[src/rtl/act_unpack.sv]
// Unpacks 32-bit words of four 8-bit activation codes into one scaled, zero-extended
// element per clock, with row-end marking and a sticky out-of-range code flag.
module act_unpack #(
    parameter int FRAC_SHIFT = 0,
    parameter int MAX_ACT    = 6
) (
    input  logic        clk,
    input  logic        rst,
    input  logic [31:0] s_data,
    input  logic        s_valid,
    output logic        s_ready,
    input  logic        s_last,
    input  logic [2:0]  s_count,
    output logic [31:0] m_data,
    output logic        m_valid,
    input  logic        m_ready,
    output logic        m_last,
    output logic        err_range
);

    typedef enum logic {EMPTY, BUSY} state_t;

    localparam logic [7:0] MAX_CODE = MAX_ACT[7:0];

    state_t      state_reg;
    logic [31:0] word_reg;
    logic [1:0]  lane_reg;
    logic [1:0]  last_lane_reg;
    logic        last_reg;
    logic        err_reg;

    logic [7:0]  lane_bytes [4];
    logic [7:0]  cur_byte;
    logic        at_last_lane;
    logic        in_xfer;
    logic        out_xfer;
    logic [1:0]  last_lane_next;

    for (genvar gi = 0; gi < 4; gi++) begin : g_lane
        assign lane_bytes[gi] = word_reg[gi*8 +: 8];
    end

    assign cur_byte     = lane_bytes[lane_reg];
    assign at_last_lane = (lane_reg == last_lane_reg);

    assign m_valid   = (state_reg == BUSY);
    assign m_data    = 32'(cur_byte) << FRAC_SHIFT;
    assign m_last    = m_valid && last_reg && at_last_lane;
    assign err_range = err_reg;

    // Ready while idle, or when the final lane leaves this cycle so words chain without bubbles.
    assign s_ready  = (state_reg == EMPTY) || (m_ready && at_last_lane);
    assign in_xfer  = s_valid && s_ready;
    assign out_xfer = m_valid && m_ready;

    // Only a row-ending word may be short; a count of 0 (or out of range) means a full word.
    assign last_lane_next = (s_last && s_count != 3'd0 && s_count < 3'd4)
                          ? (s_count[1:0] - 2'd1) : 2'd3;

    always_ff @(posedge clk) begin
        if (rst) begin
            state_reg     <= EMPTY;
            word_reg      <= '0;
            lane_reg      <= '0;
            last_lane_reg <= 2'd3;
            last_reg      <= 1'b0;
            err_reg       <= 1'b0;
        end else begin
            if (out_xfer && cur_byte > MAX_CODE) begin
                err_reg <= 1'b1;
            end
            if (in_xfer) begin
                state_reg     <= BUSY;
                word_reg      <= s_data;
                lane_reg      <= 2'd0;
                last_lane_reg <= last_lane_next;
                last_reg      <= s_last;
            end else if (out_xfer) begin
                if (at_last_lane) begin
                    state_reg <= EMPTY;
                end else begin
                    lane_reg <= lane_reg + 2'd1;
                end
            end
        end
    end

endmodule

[config.mk]
export PLATFORM = sky130hd
export DESIGN_NAME = act_unpack
export DESIGN_NICKNAME = d
export VERILOG_FILES = /design/src/rtl/act_unpack.sv
export SDC_FILE = /design/constraint.sdc
export NUM_CORES = 1
export LEC_CHECK = 0
export CAP_MARGIN = 20
export CELL_PAD_IN_SITES_DETAIL_PLACEMENT = 0
export CELL_PAD_IN_SITES_GLOBAL_PLACEMENT = 1
export CORE_MARGIN = 2
export CORE_UTILIZATION = 30
export DETAILED_ROUTE_END_ITERATION = 8
export GPL_TIMING_DRIVEN = 1
export HOLD_SLACK_MARGIN = 0.02
export PLACE_DENSITY_LB_ADDON = 0.1
export SYNTH_ARGS = -nofsm -noshare
export SYNTH_HDL_FRONTEND = slang
export SYNTH_SLANG_ARGS = --single-unit
[constraint.sdc]
create_clock -name clk -period 1.6 [get_ports clk]
set_input_delay 0.32 -clock clk [delete_from_list [all_inputs] [get_ports clk]]
set_output_delay 0.32 -clock clk [all_outputs]
set_load 0.02 [all_outputs]
==> results of run 1 <==
[tightest hold or removal path: cells and delay by family, from the launching register on]
family	cells	cell delay, ns
AND/OR/NAND/NOR	1	0.07
flip-flops	1	0.32
AO/OA/AOI/OAI	1	0.05
[cells in the mapped netlist]
| cell | number | area (um^2) |
|---|---|---|
| ha_1 | 1 | 12.5 |
| nand2_1 | 4 | 15.0 |
| o21ai_1 | 26 | 130 |
| buf_2 | 5 | 25.0 |
| clkbuf_1 | 12 | 45.0 |
| nor4_2 | 1 | 12.5 |
| a211oi_2 | 1 | 12.5 |
| xor2_2 | 1 | 16.3 |
| nor3_2 | 1 | 10.0 |
| o21ai_0 | 7 | 35.0 |
| a311oi_1 | 1 | 8.76 |
| a211o_1 | 1 | 8.76 |
| o31ai_2 | 1 | 12.5 |
| nor4b_1 | 1 | 8.76 |
| xor2_1 | 1 | 8.76 |
| nor3_1 | 2 | 10.0 |
| nand2b_1 | 33 | 206 |
| a21oi_1 | 2 | 10.0 |
| dfxtp_1 | 39 | 781 |
| nand4b_1 | 33 | 289 |
| mux4_2 | 8 | 180 |
| inv_1 | 4 | 15.0 |
| buf_4 | 25 | 188 |
| nor2_1 | 2 | 7.51 |
| and2_1 | 1 | 6.26 |
| nand3_1 | 1 | 5.00 |
| a31oi_1 | 2 | 12.5 |
| a211oi_1 | 4 | 30.0 |
| conb_1 | 1 | 3.75 |
| buf_6 | 4 | 45.0 |
[stage by stage]
step                power, mW  setup slack (ns)  instance area (um^2)  instances
CTS                      2.35            -0.231                  3010        390
global route             2.55            -0.258                  3370        398
finish                   2.43            -0.210                  3370        398
detailed placement       1.58            -0.554                  2790        372
floorplan                1.39           0.00160                  2240        248
global placement         1.58            -0.525                  2790        372
[worst min path at each step]
stage	from	slack, ns	endpoint	cells after the start
after floorplan	s_count[0]	0.43	last_lane_reg[0]	1
after global placement	word_reg[22]	0.45	word_reg[22]	2
after detailed placement	word_reg[26]	0.45	word_reg[26]	2
after CTS	word_reg[22]	0.47	word_reg[22]	2
after global routing	word_reg[11]	0.51	word_reg[11]	2
final	word_reg[5]	0.48	word_reg[5]	2
[logic make-up (layout without fill, tap and decap cells)]
group                    Yosys count  after routing  synth area share
AND/OR/NAND/NOR                   79             79             0.265
buffers and inverters             50            104             0.148
AO/OA/AOI/OAI                     45             45             0.121
flip-flops                        39             39             0.363
multiplexers                       8              8            0.0838
XOR/XNOR                           2              2            0.0116
adder cells (fa/ha/maj)            1              1           0.00582
other                              1             24           0.00174
[layer usage]
layer  up-vias  part of all wire
met5         -                 0
met1       898              0.47
met4         0             0.027
li1        910                 -
met2        56              0.46
met3        11             0.044
[power by group through the flow]
stage / logic [mW] / registers (mW) / clock network (mW)
floorplan: 0.314 / 1.08 / 0
global placement: 0.487 / 1.09 / 0
detailed placement: 0.487 / 1.09 / 0
CTS: 0.530 / 1.06 / 0.753
global route: 0.691 / 1.07 / 0.792
finish: 0.644 / 1.07 / 0.725
[timing repair]
| action | CTS | global route |
|---|---|---|
| pin swaps | 3 | 36 |
| resized for setup | 80 | 48 |
| endpoints found under the setup margin | 50 | 49 |
| buffers inserted | 8 | 3 |
| gates cloned | 2 | 5 |
[final cells by class]
class | instances | share of cell area
multi-input cells | 159 | 0.402
well taps | 96 | 0.0356
inverters | 4 | 0.00445
flip-flops and latches | 39 | 0.234
clock buffers | 8 | 0.0297
repair buffers | 92 | 0.294
==> results.md, run 1 <==
* Ys Warns at 0
* RSZ-0062 raised after global routing: yes
* PD cells at 722 nW/um^2
* Max-slew violations at 0
* Routed len/inst at 16.1 um
* CTS sink cnt at 39
* Area occupied by multi-input gates at 1360 um^2
* CP max FO at 8
* Outcome: complete, but fails checks
* Starting Density at 0.313
* Worst Setup SP: lane_reg[0]
* Nets at 342
* Hold WC Path Type: reg -> reg
* Reg2reg start: lane_reg[0]
* Layout Area Growth over Synthesis at 56.7%
* Vias in the first global route at 1780
* Vias per inst at 4.71
* Crit path to: m_data[6]
* CP Cell Sequence: mux4_2, buf_6
* DRC at 0
* Met3 usage in global routing at 0.0326
* Final Critical Period at 1.81 ns
* Switch share at 0.277
* GPL Wtd Cong at 0.755
* Worst setup EP type: output port
* Violated checks: negative setup slack
* GR peak layer: met2
* Total internal power at 1.76 mW
* WHS at 0.480 ns
* Rows at 30
* Fin. Hold Viols at 0
* Finished Core Util at 0.491
* Boundary pin count at 76
* Peak supply drop at 0.000266 V
* Reg2Reg Depth at 5
* All-layer global routing usage at 0.156
* Initial DRC count at 66
* Layout cells sized above 1 at 0.368
* Worst-Skew Late Latency at 0.29 ns
* Die height at 88.7 um
* TritonCTS Buffers at 5
* Detailed-placement wirelength estimate at 4.05 mm
* Synthesized cell area at 2150 um^2
* Grt met1 use at 0.211
* Sequential cell area at 790 um^2
* Post-route setup slack at -0.210 ns
* Final Cycle Share at 1.13
* CTS root buffer: clkbuf_8
* Initial antenna violation count at 0
* H-tree depth at 2
* Clock power frac at 0.298
* Count of final setup violators at 48
* Peak Freq at 0.552 GHz
* Comb power frac at 0.265
* Sequential Power Share at 0.438
* WP depth at 2
* Crit Path Category: reg -> out
* Max_cap viols at 0
* Total negative slack at -6.02 ns
* Largest net degree at the start of global routing at 44
* Syn avg cell area at 9.56 um^2
* Core footprint at 6870 um^2
* CP max stage cell: mux4_2
* WL final at 6.41 mm
* Startpoint Class: flip-flop
* Grt met2 use at 0.240
* Hold_buf cts at 0
* Gr ovfl total at 0
* CP Buf/Inv Count at 1
* Commonest cells after routing, fill and taps aside: clkdlybuf4s50_1, dfxtp_1, nand2b_1, nand4b_1, o21ai_2
* Most common library cell in the layout ignoring fill and taps: clkdlybuf4s50_1
* CTS tree: built
* Syn Inst Count at 225
* Number of synthesized register bits at 39
* Fillcell total at 654
* Clock tree buffer depth at 2
* Leak pwr at 1.27 nW
* Total die area at 7860 um^2
* Worst Path Required at 1.28 ns
* R2r endpoint: err_range
* R2r setup slk at -0.17 ns
* IO Port Bufs at 51
* Reg clk slew, reported paths at 0.07 ns
* Chip width at 88.7 um
* Clock skew at 0.00220 ns
* ANT nets after route at 0
* Ant diodes at 0
* CP arrival at 1.49 ns
* Pre-Repair DR Iteration Count at 4
* Top Family by Delay on Critical Path: multiplexers
* Routed via count at 1875
* Net Sw Power at 0.674 mW
* Sequential fraction of the synthesis area at 0.363
* Critical Path Max Stage Delay at 0.58 ns
* Yosys cell types at 30
* First-pass GRT wire length at 9.13 mm
* Number of flip-flops in the largest register at 32
No activity file was read; power rests on OpenSTA's default activity.
==> inputs of run 2 (changes only) <==
- ABC_AREA: not set -> 0
==> results of run 2 <==
Final layout, timing and power as in run 1 (identical DEF).
==> inputs of run 3 (changes only) <==
- CELL_PAD_IN_SITES_DETAIL_PLACEMENT: 0 -> 1
- CELL_PAD_IN_SITES_GLOBAL_PLACEMENT: 1 -> 2
- CORE_UTILIZATION: 30 -> 24
- CTS_CLUSTER_SIZE: not set -> 16
- REMOVE_ABC_BUFFERS: not set -> 1
==> results.md, run 3 (synthesis gave the netlist of run 1 again) <==
* Vias per inst at 4.65 (-1.4%)
* Worst-Skew Late Latency at 0.29 ns (about the same)
* Hold WC Path Type: reg -> reg
* WL final at 6.89 mm (+7.4%)
* Leak pwr at 1.33 nW (+4.4%)
* Outcome: complete, but fails checks
* Largest net degree at the start of global routing at 40 (-9.1%)
* CTS root buffer: clkbuf_8
* Core footprint at 8720 um^2 (+27%)
* Violated checks: negative setup slack
* IO Port Bufs at 51 (unchanged)
* Slew Limit Headroom at 0.601
* Starting Density at 0.247 (-0.0665)
* Total die area at 9730 um^2 (+24%)
* CP max stage cell: dfxtp_4
* H-tree depth at 2 (unchanged)
* Pre-Repair DR Iteration Count at 4 (unchanged)
* Top Family by Delay on Critical Path: buffers and inverters
* Rows at 34 (+13%)
* Gr ovfl total at 0 (unchanged)
* Worst setup EP type: output port
* Most common library cell in the layout ignoring fill and taps: clkdlybuf4s50_1
* Max-slew violations at 0 (unchanged)
* GPL Wtd Cong at 0.706 (-6.5%)
* Fillcell total at 969 (+48%)
* All-layer global routing usage at 0.139 (-0.0169)
* Max_cap viols at 0 (unchanged)
* CTS sink cnt at 39 (unchanged)
* Routed via count at 1947 (+3.8%)
* Worst Path Required at 1.28 ns (about the same)
* Boundary pin count at 76 (unchanged)
* Met2 wire len at 3.26 mm (+10%)
* Nets at 353 (+3.2%)
* Layout cells sized above 1 at 0.367 (-0.000990)
* CP Buf/Inv Count at 3 (+2)
* CTS tree: built
* Commonest cells after routing, fill and taps aside: clkdlybuf4s50_1, dfxtp_1, nand2b_1, nand4b_1, buf_4
* Initial DRC count at 69 (+4.5%)
* Count of final setup violators at 48 (unchanged)
* Die height at 98.7 um (+11%)
* PD cells at 688 nW/um^2 (-4.8%)
* Layout Area Growth over Synthesis at 60.8%
* Clock skew at 0.00654 ns (+0.00433 ns)
* Routed met3 length at 300 um (+7.5%)
* Vias in the first global route at 1950 (+9.6%)
* Crit Path Category: reg -> out
* Initial antenna violation count at 0 (unchanged)
* CP max FO at 3 (-5)
* First-pass GRT wire length at 10.6 mm (+16%)
* Hold_buf cts at 0 (unchanged)
* Post-route setup slack at -0.281 ns (-0.0705 ns)
* Peak supply drop at 0.000344 V (+29%)
* Reg clk slew, reported paths at 0.08 ns (about the same)
* Detailed-placement wirelength estimate at 4.26 mm (+5.4%)
* Worst-margin pin slew at 0.597 ns
* Startpoint Class: flip-flop
* DRC at 0 (unchanged)
* Number of flip-flops in the largest register at 32 (unchanged)
* Met1 wire length at 3.30 mm (+9.8%)
* CP arrival at 1.56 ns (+0.07 ns)
* Ant diodes at 0 (unchanged)
* Routed len/inst at 16.4 um (+2.1%)
* Final Critical Period at 1.88 ns (+0.0705 ns)
* Most common cell on crit path: buf_6
* Peak Freq at 0.532 GHz (-3.8%)
* RSZ-0062 raised after global routing: yes
* Critical Path Max Stage Delay at 0.37 ns (-0.21 ns)
* Final Power at 2.38 mW (-2.3%)
* Top Metal Used: met4
* Clock tree buffer depth at 2 (unchanged)
* Placement Setup Slack at -0.590 ns (-0.0360 ns)
* TritonCTS Buffers at 5 (unchanged)
* Fin. Hold Viols at 0 (unchanged)
* ANT nets after route at 0 (unchanged)
* Chip width at 98.7 um (+11%)
* CP Cell Sequence: buf_6, xor2_4, o31ai_4, buf_4, buf_6
* Final Cycle Share at 1.18 (+0.0441)
[run 3: changes by cell type in the layout (fill, tap and decap cells not counted), moves of 3 or more]
cell / change
buf_16: +3
buf_4: +5
o21ai_1: +7
buf_6: +3
clkbuf_16: -3
o21ai_2: -7
[run 3: worst min-delay path: cells and delay by family (launching register included)]
family | cells | cell delay [ns]
flip-flops | 1 | 0.31
AO/OA/AOI/OAI | 1 | 0.05
AND/OR/NAND/NOR | 1 | 0.07
[run 3: layout make-up]
| type | count | area [um^2] | area share |
|---|---|---|---|
| Inverter | 4 | 15.0 | 0.00434 |
| Sequential cell | 39 | 786 | 0.227 |
| Timing Repair Buffer | 103 | 1110 | 0.322 |
| Clock buffer | 6 | 72.6 | 0.0210 |
| Tap cell | 108 | 135 | 0.0391 |
| Multi-Input combinational cell | 159 | 1340 | 0.386 |
[run 3: where the power goes]
part           switching, mW  internal (mW)  leakage (nW)
registers             0.0333           1.03         0.321
logic                  0.318          0.372         0.972
clock network          0.338          0.291        0.0371
total                  0.690           1.69          1.33
[run 3: timing repair]
action / 4_1_cts / 5_1_grt
gates resized for setup: 99 / 34
cloned: 6 / 1
pin swaps: 12 / 18
setup buffers: 13 / 3
endpoints found under the setup margin: 50 / 48
[run 3: metal layers]
| metal | global-route usage | up-vias |
|---|---|---|
| li1 | - | 933 |
| met1 | 0.200 | 962 |
| met2 | 0.216 | 50 |
| met3 | 0.0305 | 2 |
| met4 | 0.0285 | 0 |
| met5 | 0 | - |
[run 3: path summary, 6_finish.rpt]
| check | from | end | slack, ns | cells past startpoint |
|---|---|---|---|---|
| max | lane_reg[0] | s_ready | -0.28 | 5 |
| min | word_reg[23] | word_reg[23] | 0.47 | 2 |
| max reg2reg | lane_reg[0] | last_lane_reg[1] | -0.20 | 7 |
| min reg2reg | word_reg[23] | word_reg[23] | 0.47 | 2 |
[run 3: stage by stage]
step                      hold slack (ns)  TNS (ns)  area [um^2]  instances   util
final                               0.472     -8.10         3460        419  0.397
after global routing                0.484    -10.41         3460        419  0.397
after CTS                           0.467     -7.48         3280        416  0.376
after detailed placement            0.453    -24.78         2870        392  0.329
after global placement              0.450    -25.81         2870        392  0.329
after floorplan                     0.389    -69.30         1930        202      -
